## src/rtl/mb_valid_train_ctrl_pkg.sv

```systemverilog
// Shared constants for the mainband valid-lane training sequencer.
// FSM codes, test-mode encodings and detector mode codes.
package mb_pkg;

  localparam int THR_W = 12;

  localparam logic [2:0] ST_IDLE   = 3'd0;
  localparam logic [2:0] ST_CLEAR  = 3'd1;
  localparam logic [2:0] ST_RUN    = 3'd2;
  localparam logic [2:0] ST_SETTLE = 3'd3;
  localparam logic [2:0] ST_REPORT = 3'd4;

  localparam logic VAL_MODE_ITER128 = 1'b0;
  localparam logic VAL_MODE_CONS16  = 1'b1;

  // Detector mode code is {enable_cons, enable_128}
  localparam logic [1:0] DET_MODE_IDLE    = 2'b00;
  localparam logic [1:0] DET_MODE_ITER128 = 2'b01;
  localparam logic [1:0] DET_MODE_CONS16  = 2'b10;

  function automatic logic [1:0] det_mode(
    input logic mode
  );
    return (mode == VAL_MODE_CONS16) ?
      DET_MODE_CONS16 : DET_MODE_ITER128;
  endfunction

endpackage

```

## src/rtl/mb_valid_train_ctrl_if.sv

```systemverilog
// Control/status bundle between the MB training LTSM,
// the valid-lane detector and the VALTRAIN sequencer.
interface mb_valid_train_ctrl_if;
  import mb_pkg::*;

  logic             i_start;
  logic             i_mode;
  logic [THR_W-1:0] i_error_threshold;
  logic             i_abort;
  logic             i_frame_valid;
  logic             i_detection_result;
  logic             o_enable_detector;
  logic             o_enable_cons;
  logic             o_enable_128;
  logic [THR_W-1:0] o_error_threshold;
  logic             o_busy;
  logic             o_done;
  logic             o_pass;

  modport master (
    output i_start,
    output i_mode,
    output i_error_threshold,
    output i_abort,
    output i_frame_valid,
    output i_detection_result,
    input  o_enable_detector,
    input  o_enable_cons,
    input  o_enable_128,
    input  o_error_threshold,
    input  o_busy,
    input  o_done,
    input  o_pass
  );

  modport slave (
    input  i_start,
    input  i_mode,
    input  i_error_threshold,
    input  i_abort,
    input  i_frame_valid,
    input  i_detection_result,
    output o_enable_detector,
    output o_enable_cons,
    output o_enable_128,
    output o_error_threshold,
    output o_busy,
    output o_done,
    output o_pass
  );

endinterface

```

## src/rtl/mb_valid_train_ctrl.sv

```systemverilog
// VALTRAIN sequencer: clears the valid-lane detector, gates it per frame,
// bounds the test by frame count and latches a pass/fail result.
module mb_valid_train_ctrl
  import mb_pkg::*;
#(
  parameter int ITER_COUNT = 128,
  parameter int MAX_FRAMES = 1024,
  parameter int CNT_W      = 11
) (
  input  logic                 i_clk,
  input  logic                 i_rst_n,
  mb_valid_train_ctrl_if.slave bus
);

  localparam logic [CNT_W-1:0] CNT_SAT  = '1;
  localparam logic [CNT_W-1:0] ITER_END = CNT_W'(ITER_COUNT);
  localparam logic [CNT_W-1:0] CONS_END = CNT_W'(MAX_FRAMES - 1);

  logic [2:0]       state_q;
  logic [2:0]       state_d;
  logic             mode_q;
  logic [THR_W-1:0] thr_q;
  logic [CNT_W-1:0] cnt_q;
  logic             run_seen_q;
  logic             pass_q;

  logic             idle;
  logic             abort;
  logic             accept;
  logic             iter_last;
  logic             cons_last;
  logic             cons_hit;
  logic             det_en;
  logic [1:0]       det_code;

  assign idle   = (state_q == ST_IDLE);
  assign abort  = bus.i_abort && !idle;
  assign accept = (state_q == ST_RUN) && bus.i_frame_valid;

  // Frame ITER_COUNT+1 closes the window; it is enabled but unjudged
  assign iter_last = accept && (mode_q == VAL_MODE_ITER128)
                   && (cnt_q == ITER_END);
  assign cons_last = accept && (mode_q == VAL_MODE_CONS16)
                   && (cnt_q == CONS_END);

  // First RUN cycle still shows the result left over from CLEAR
  assign cons_hit = (state_q == ST_RUN)
                  && (mode_q == VAL_MODE_CONS16)
                  && run_seen_q && bus.i_detection_result;

  always_comb begin
    state_d = state_q;
    unique case (state_q)
      ST_IDLE:   if (bus.i_start) state_d = ST_CLEAR;
      ST_CLEAR:  state_d = ST_RUN;
      ST_RUN: begin
        if (cons_hit)
          state_d = ST_REPORT;
        else if (iter_last || cons_last)
          state_d = ST_SETTLE;
      end
      ST_SETTLE: state_d = ST_REPORT;
      ST_REPORT: state_d = ST_IDLE;
      default:   state_d = ST_IDLE;
    endcase
    if (abort) state_d = ST_IDLE;
  end

  always_ff @(posedge i_clk or negedge i_rst_n) begin
    if (!i_rst_n) begin
      state_q    <= ST_IDLE;
      mode_q     <= VAL_MODE_ITER128;
      thr_q      <= '0;
      cnt_q      <= '0;
      run_seen_q <= 1'b0;
      pass_q     <= 1'b0;
    end else begin
      state_q    <= state_d;
      run_seen_q <= (state_q == ST_RUN);
      if (idle && bus.i_start) begin
        mode_q <= bus.i_mode;
        thr_q  <= bus.i_error_threshold;
      end
      if (state_q == ST_CLEAR)
        cnt_q <= '0;
      else if (accept && cnt_q != CNT_SAT)
        cnt_q <= cnt_q + 1'b1;
      if (idle && bus.i_start)
        pass_q <= 1'b0;
      else if (abort)
        pass_q <= 1'b0;
      else if (cons_hit)
        pass_q <= 1'b1;
      else if (state_q == ST_SETTLE)
        pass_q <= bus.i_detection_result;
    end
  end

  always_comb begin
    det_en   = 1'b0;
    det_code = DET_MODE_IDLE;
    unique case (1'b1)
      (state_q == ST_CLEAR): det_en = 1'b1;
      (state_q == ST_RUN): begin
        det_en   = bus.i_frame_valid;
        det_code = det_mode(mode_q);
      end
      (state_q == ST_SETTLE): det_code = det_mode(mode_q);
      default: ;
    endcase
    if (abort) det_en = 1'b0;
  end

  assign bus.o_enable_detector = det_en;
  assign bus.o_enable_cons     = det_code[1];
  assign bus.o_enable_128      = det_code[0];
  assign bus.o_error_threshold = thr_q;
  assign bus.o_busy            = !idle;
  assign bus.o_done            = (state_q == ST_REPORT);
  assign bus.o_pass            = pass_q;

endmodule

```

## src/flat_wrapper.sv

```systemverilog
// flat-port wrapper written by rule: the top's interface ports become plain ports
module mb_valid_train_ctrl_flat import mb_pkg::*;
#(
  parameter int ITER_COUNT = 128,
  parameter int MAX_FRAMES = 1024,
  parameter int CNT_W      = 11
)
  (i_clk, i_rst_n, bus_i_start, bus_i_mode, bus_i_error_threshold, bus_i_abort, bus_i_frame_valid, bus_i_detection_result, bus_o_enable_detector, bus_o_enable_cons, bus_o_enable_128, bus_o_error_threshold, bus_o_busy, bus_o_done, bus_o_pass);
  mb_valid_train_ctrl_if bus_i ();
  input  logic i_clk;
  input  logic i_rst_n;
  input wire logic [$bits(bus_i.i_start)-1:0] bus_i_start;
  input wire logic [$bits(bus_i.i_mode)-1:0] bus_i_mode;
  input wire logic [$bits(bus_i.i_error_threshold)-1:0] bus_i_error_threshold;
  input wire logic [$bits(bus_i.i_abort)-1:0] bus_i_abort;
  input wire logic [$bits(bus_i.i_frame_valid)-1:0] bus_i_frame_valid;
  input wire logic [$bits(bus_i.i_detection_result)-1:0] bus_i_detection_result;
  output wire logic [$bits(bus_i.o_enable_detector)-1:0] bus_o_enable_detector;
  output wire logic [$bits(bus_i.o_enable_cons)-1:0] bus_o_enable_cons;
  output wire logic [$bits(bus_i.o_enable_128)-1:0] bus_o_enable_128;
  output wire logic [$bits(bus_i.o_error_threshold)-1:0] bus_o_error_threshold;
  output wire logic [$bits(bus_i.o_busy)-1:0] bus_o_busy;
  output wire logic [$bits(bus_i.o_done)-1:0] bus_o_done;
  output wire logic [$bits(bus_i.o_pass)-1:0] bus_o_pass;
  assign bus_i.i_start = bus_i_start;
  assign bus_i.i_mode = bus_i_mode;
  assign bus_i.i_error_threshold = bus_i_error_threshold;
  assign bus_i.i_abort = bus_i_abort;
  assign bus_i.i_frame_valid = bus_i_frame_valid;
  assign bus_i.i_detection_result = bus_i_detection_result;
  assign bus_o_enable_detector = bus_i.o_enable_detector;
  assign bus_o_enable_cons = bus_i.o_enable_cons;
  assign bus_o_enable_128 = bus_i.o_enable_128;
  assign bus_o_error_threshold = bus_i.o_error_threshold;
  assign bus_o_busy = bus_i.o_busy;
  assign bus_o_done = bus_i.o_done;
  assign bus_o_pass = bus_i.o_pass;
  mb_valid_train_ctrl #(.ITER_COUNT(ITER_COUNT), .MAX_FRAMES(MAX_FRAMES), .CNT_W(CNT_W)) u_core (.i_clk(i_clk), .i_rst_n(i_rst_n), .bus(bus_i));
endmodule
```

## config.mk

```make
export PLATFORM = sky130hd
export DESIGN_NAME = mb_valid_train_ctrl_flat
export DESIGN_NICKNAME = d
export VERILOG_FILES = /design/src/rtl/mb_valid_train_ctrl_pkg.sv /design/src/rtl/mb_valid_train_ctrl_if.sv /design/src/rtl/mb_valid_train_ctrl.sv /design/src/flat_wrapper.sv
export SDC_FILE = /design/constraint.sdc
export NUM_CORES = 1
export LEC_CHECK = 0
export ABC_AREA = 0
export CAP_MARGIN = 10
export CORE_AREA = 2 2 52 54
export CTS_CLUSTER_DIAMETER = 120
export CTS_CLUSTER_SIZE = 8
export DETAILED_ROUTE_END_ITERATION = 10
export DIE_AREA = 0 0 54 56
export DONT_BUFFER_PORTS = 1
export PLACE_DENSITY = 0.83
export SLEW_MARGIN = 40
export SYNTH_ARGS = -nofsm -noshare
export SYNTH_HDL_FRONTEND = slang
export SYNTH_SLANG_ARGS = --single-unit
```

## constraint.sdc

```tcl
create_clock -name i_clk -period 1.8 [get_ports i_clk]
set_input_delay 0.09 -clock i_clk [delete_from_list [all_inputs] [get_ports i_clk]]
set_output_delay 0.09 -clock i_clk [all_outputs]
set_load 0.01 [all_outputs]
```

# Word-level counts from Yosys, hierarchy flattened
# Index checks and enable logic that the tools add are counted.
# classes
add_sub_neg	1
multipliers	0
div_mod_pow	0
n_lt_le_gt_ge	0
n_eq_ne	9
n_shift	0
mux	15
n_bitwise	1
reduce_logical	18
# op_table
op	n
11-bit 2-to-1 mux	2
3-bit 2-to-1 mux	4
3-bit one-hot mux with 4 select lines	1
11-bit by 1-bit adder with 11-bit output, second input constant	1
11-bit by 10-bit equality test with 1-bit output, second input constant	1
11-bit by 8-bit equality test with 1-bit output, second input constant	1
1-bit logical AND	11
11-bit != test, second input constant	1
3-bit by 2-bit equality test with 1-bit output, second input constant	2
1-bit 2-to-1 mux	5
2-bit 2-to-1 mux	2
4-bit by 2-bit != test with 1-bit output, second input constant	1
4-bit nonzero test	1
3-bit by 1-bit equality test with 1-bit output, second input constant	1
3-bit equality test, second input constant	1
3-bit logical NOT	1
3-bit != test, second input constant	1
1-bit one-hot mux with 2 select lines	1
2-bit AND reduction	1
2-bit nonzero test	1
2-bit OR reduction	1
1-bit logical NOT	1
1-bit logical OR	1
1-bit NOT	1
# totals
ff_bits	29
latch_bits	0
mem_bits_rw	0
romBits	0
in_bits	19
word_cells	50
mem_count	0

# Longest topological paths before layout
# depth
depth_word	9
ltp_mapped	7

# Worst setup path before layout
# No wires, ideal clock.
# synth_timing
path_type	flip-flop to flip-flop
from	register u_core.state_q[0]
to	register u_core.thr_q[10], in the netlist u_core.bus.o_error_threshold[10]
setup_time_ns	0.127
t_arrival_ns	1.444
required_time_ns	1.673
setup_slack_ns	0.229
path_stages_with_launch	7
n_path_buf	3
path_cell_list	dfrtp_1 buf_6 nor3_1 and2_1 buf_4 buf_6 mux2_1
# synth_between
elab_chain_len	2
# synth_rtl
item	line_no	rtl
from (decl)	mb_valid_train_ctrl.sv:19	logic [2:0] state_q;
from (signal assigned)	mb_valid_train_ctrl.sv:78	state_q <= state_d;
3-bit logical NOT	mb_valid_train_ctrl.sv:36	assign idle = (state_q == ST_IDLE);
1-bit logical AND	mb_valid_train_ctrl.sv:80	if (idle && bus.i_start) begin
to (signal assigned)	mb_valid_train_ctrl.sv:82	thr_q <= bus.i_error_threshold;
to (decl)	mb_valid_train_ctrl.sv:22	logic [THR_W-1:0] thr_q;
# No other way between the ends.
# A chain may end at the register's enable or synchronous reset.

# Final worst setup path
# layout_timing
from	register u_core.state_q[0]
to	register u_core.thr_q[5], in the netlist u_core.bus.o_error_threshold[5]
# The elaborated chain is that of the path after synthesis.

==> summary.txt <==
Run status
  – Result of the run: complete, no violations

Pwr
  – Worst IR Drop VDD: 0.832 mV
  – Overall Power: 0.00173 W
  – Leakage: 0.735 nW
  – P per Cell Area: 998 nW/um^2

Route
  – DR vias: 1,102
  – Via density per instance: 6.09
  – Final routed wire length divided by cell count: 18.1 um
  – Residual antenna-violating net count after detailed routing: 0
  – Routed wire length: 3280 um
  – DRT iter0 DRCs: 21
  – Detailed-route DRC error count: 0
  – Number of optimization iterations in the first detailed-route pass: 4

CTS
  – Resized cells post-CTS: 0
  – CTS Sinks: 29
  – Max Buffers Root-to-Sink: 2
  – H-tree depth: 2
  – Clock latency at the later pin of the worst-skew pair: 0.33 ns
  – Buffer cell driving the clock tree root: clkbuf_4
  – Post-CTS Setup Repair Bufs: 0
  – Clock transition time at the flip-flop clock pins of the worst setup and hold paths: 0.09 ns
  – Cts bufs inserted: 5
  – CTS tree: done

STA
  – Final Hold Violating Endpoints: 0
  – Final TNS setup: 0 ns
  – Max transition margin: 71.5%
  – Setup violation total in the final timing report: 0
  – Maximum clock skew at final layout: 0.00551 ns
  – Peak clock frequency supported by timing: 0.592 GHz
  – Portion of the clock cycle consumed by the worst path in the final layout: 93.9%
  – Actual transition at the worst max-transition pin: 0.427 ns
  – Unrepaired setup endpoints after global routing: no
  – Period minus WS final: 1.69 ns
  – Number of max-slew violations in the final report: 0
  – Worst slack on hold paths: 0.0958 ns

GRT
  – Number of antenna violations at the first check in global routing: 0
  – Wire length of the first global-routing pass: 5420 um
  – Global-route congestion overflow total: 0
  – All-Layer GR Usage: 25.4%
  – Largest net degree at the start of global routing: 30
  – Via count of the first global-routing pass: 1,164

Cells and area
  – Final antenna diode count: 0
  – Net count, final: 171
  – Area overhead of the layout relative to synthesis: 20.3%
  – Core Util, Final: 71.1%
  – Ratio of cells with drive above 1 in the final layout: 11.3%
  – Number of standard cells in the final layout excluding fillers: 181

Flow run
  – Number of violations of the max-capacitance limit: 0

Logic synthesis
  – Syn avg cell area: 11.3 um^2
  – Sequential area share after synthesis: 50.5%
  – Yosys Warn Count: 0
  – Gate count after technology mapping: 127
  – Number of synthesized register bits: 29
  – Unique cell type count in the Yosys netlist: 41
  – Synthesized area: 1440 um^2
  – Post-Syn Nets: 148

Placed design
  – Final estimated routing congestion in global placement: 0.832
  – PortBufs: 0
  – Detail Placement HPWL: 2100 um
  – Number of cells in the design after placement: 156

Setup path
  – Worst setup SP type: flip-flop
  – Startpoint-to-endpoint class of the critical path: reg -> reg
  – Data arrival, critical path: 1.90 ns
  – Biggest fanout along the worst timing path: 12
  – Type of destination of the critical path: flip-flop
  – Critical Path RT: 2.01 ns

Floorplan
  – Starting density of the core: 59.1%
  – Number of core rows: 18
  – Chip width: 54 um
  – Core box area: 2430 um^2
  – Number of top-level design ports: 37
  – Vertical die dimension: 56 um
  – Die Area: 3020 um^2

Min path
  – Kind of path behind the tightest hold check: in -> reg
-- flip-flops by register name, summed over array words and instances, names as in the netlist --
register	cells
u_core.bus.o_error_threshold	12
u_core.cnt_q	11
u_core.state_q	3
u_core.bus.o_pass	1
u_core.mode_q	1
u_core.run_seen_q	1
-- synthesized netlist by cell type --
master	instances	share of area (%)
or3_1	1	0.44
nand2b_1	1	0.44
nor4_1	2	0.87
mux2i_1	4	2.8
ha_1	2	1.7
o2111ai_4	1	1.8
o41ai_1	1	0.61
xor2_1	1	0.61
o31a_1	1	0.61
and2_0	1	0.44
o31ai_4	1	1.5
nand3_2	1	0.70
o211ai_1	2	1.0
buf_6	2	1.6
o21ai_0	5	1.7
and4_1	1	0.61
a21o_1	1	0.52
dfrtp_1	29	50
nand4_2	1	0.87
and2_1	1	0.44
and3_1	2	0.87
inv_1	6	1.6
and4bb_4	1	1.1
nand2_1	10	2.6
nand4_1	2	0.87
a21oi_1	2	0.70
nor3b_1	1	0.52
and3_2	1	0.52
o311ai_1	1	0.61
o31ai_1	3	1.6
nor2b_1	1	0.44
nand3_1	3	1.0
a31oi_1	3	1.3
nor2_1	11	2.9
nand4b_1	1	0.61
buf_4	1	0.52
nor3_1	4	1.4
mux2_1	12	9.4
nor4b_1	1	0.61
clkbuf_1	1	0.26
nand4bb_1	1	0.78
-- critical path, stage by stage (launching register included) --
cell     delay [ns]
dfrtp_1        0.47
nor3_1         0.32
and2_1         0.21
buf_4          0.21
mux2_1         0.36
-- path summary, 6_finish.rpt --
path                                          startpoint                                          end  slack (ns)  cells after the start
setup / recovery           u_core.state_q[0]$_DFFE_PN0P_  u_core.bus.o_error_threshold[5]$_DFFE_PN0P_        0.11                      4
hold / removal                    bus_i_detection_result                u_core.state_q[2]$_DFFE_PN0P_         0.1                      2
setup reg to reg           u_core.state_q[0]$_DFFE_PN0P_  u_core.bus.o_error_threshold[5]$_DFFE_PN0P_        0.11                      4
hold reg to reg            u_core.state_q[2]$_DFFE_PN0P_                u_core.state_q[1]$_DFFE_PN0P_        0.56                      1
max in group asynchronous                        i_rst_n  u_core.bus.o_error_threshold[5]$_DFFE_PN0P_        1.45                      2
min in group asynchronous                        i_rst_n                  u_core.cnt_q[6]$_DFFE_PN0P_        0.19                      2
-- cell type report --
cell class | instances | area [um^2]
repair buffers | 20 | 203
inverters | 6 | 22.5
clock inverters | 1 | 30.0
clock buffers | 7 | 55.1
well taps | 30 | 37.5
flip-flops and latches | 29 | 726
fillers | 169 | 703
multi-input cells | 88 | 656
-- layout by cell type, fill, tap and decap left out, types with 4 or more instances in the layout --
master,Yosys,final
mux2_1,12,12
clkbuf_4,0,5
o21ai_0,5,5
nand2_1,10,10
nor2_1,11,11
mux2i_1,4,4
dfrtp_1,29,29
dlygate4sd3_1,0,16
nor3_1,4,4
inv_1,6,6
-- stage by stage --
stage	area, um^2	setup WS [ns]
after CTS	1730	0.129
after floorplan	1440	0.229
final	1730	0.110
after global placement	1460	0.222
after detailed placement	1460	0.139
after global routing	1730	0.00427
-- cells by family after synthesis --
group                    synth area share, %
multiplexers                            12.2
flip-flops                              50.5
AO/OA/AOI/OAI                           12.0
adder cells (fa/ha/maj)                 1.74
AND/OR/NAND/NOR                         19.1
buffers and inverters                   3.92
XOR/XNOR                               0.609
-- timing repair --
action                     in CTS  in global routing
hold buffers                   17                  0
hold endpoints to repair       46                  0
setup endpoints to repair       0                  1
-- where the power goes --
part / internal (W) / switching [W]
registers: 0.000755 / 0.000126
clock network: 0.000331 / 0.000232
logic: 0.000132 / 0.000150
total: 0.00122 / 0.000508
-- per-layer routing --
metal  up-vias  wire length (um)  global-route usage, %
li1        514                 -                      -
met5         -                 0                      0
met3        14               258                   10.2
met2        51              1650                   40.1
met4         0               121                   13.2
met1       523              1240                   28.6
(Power assumes the default switching activity.)
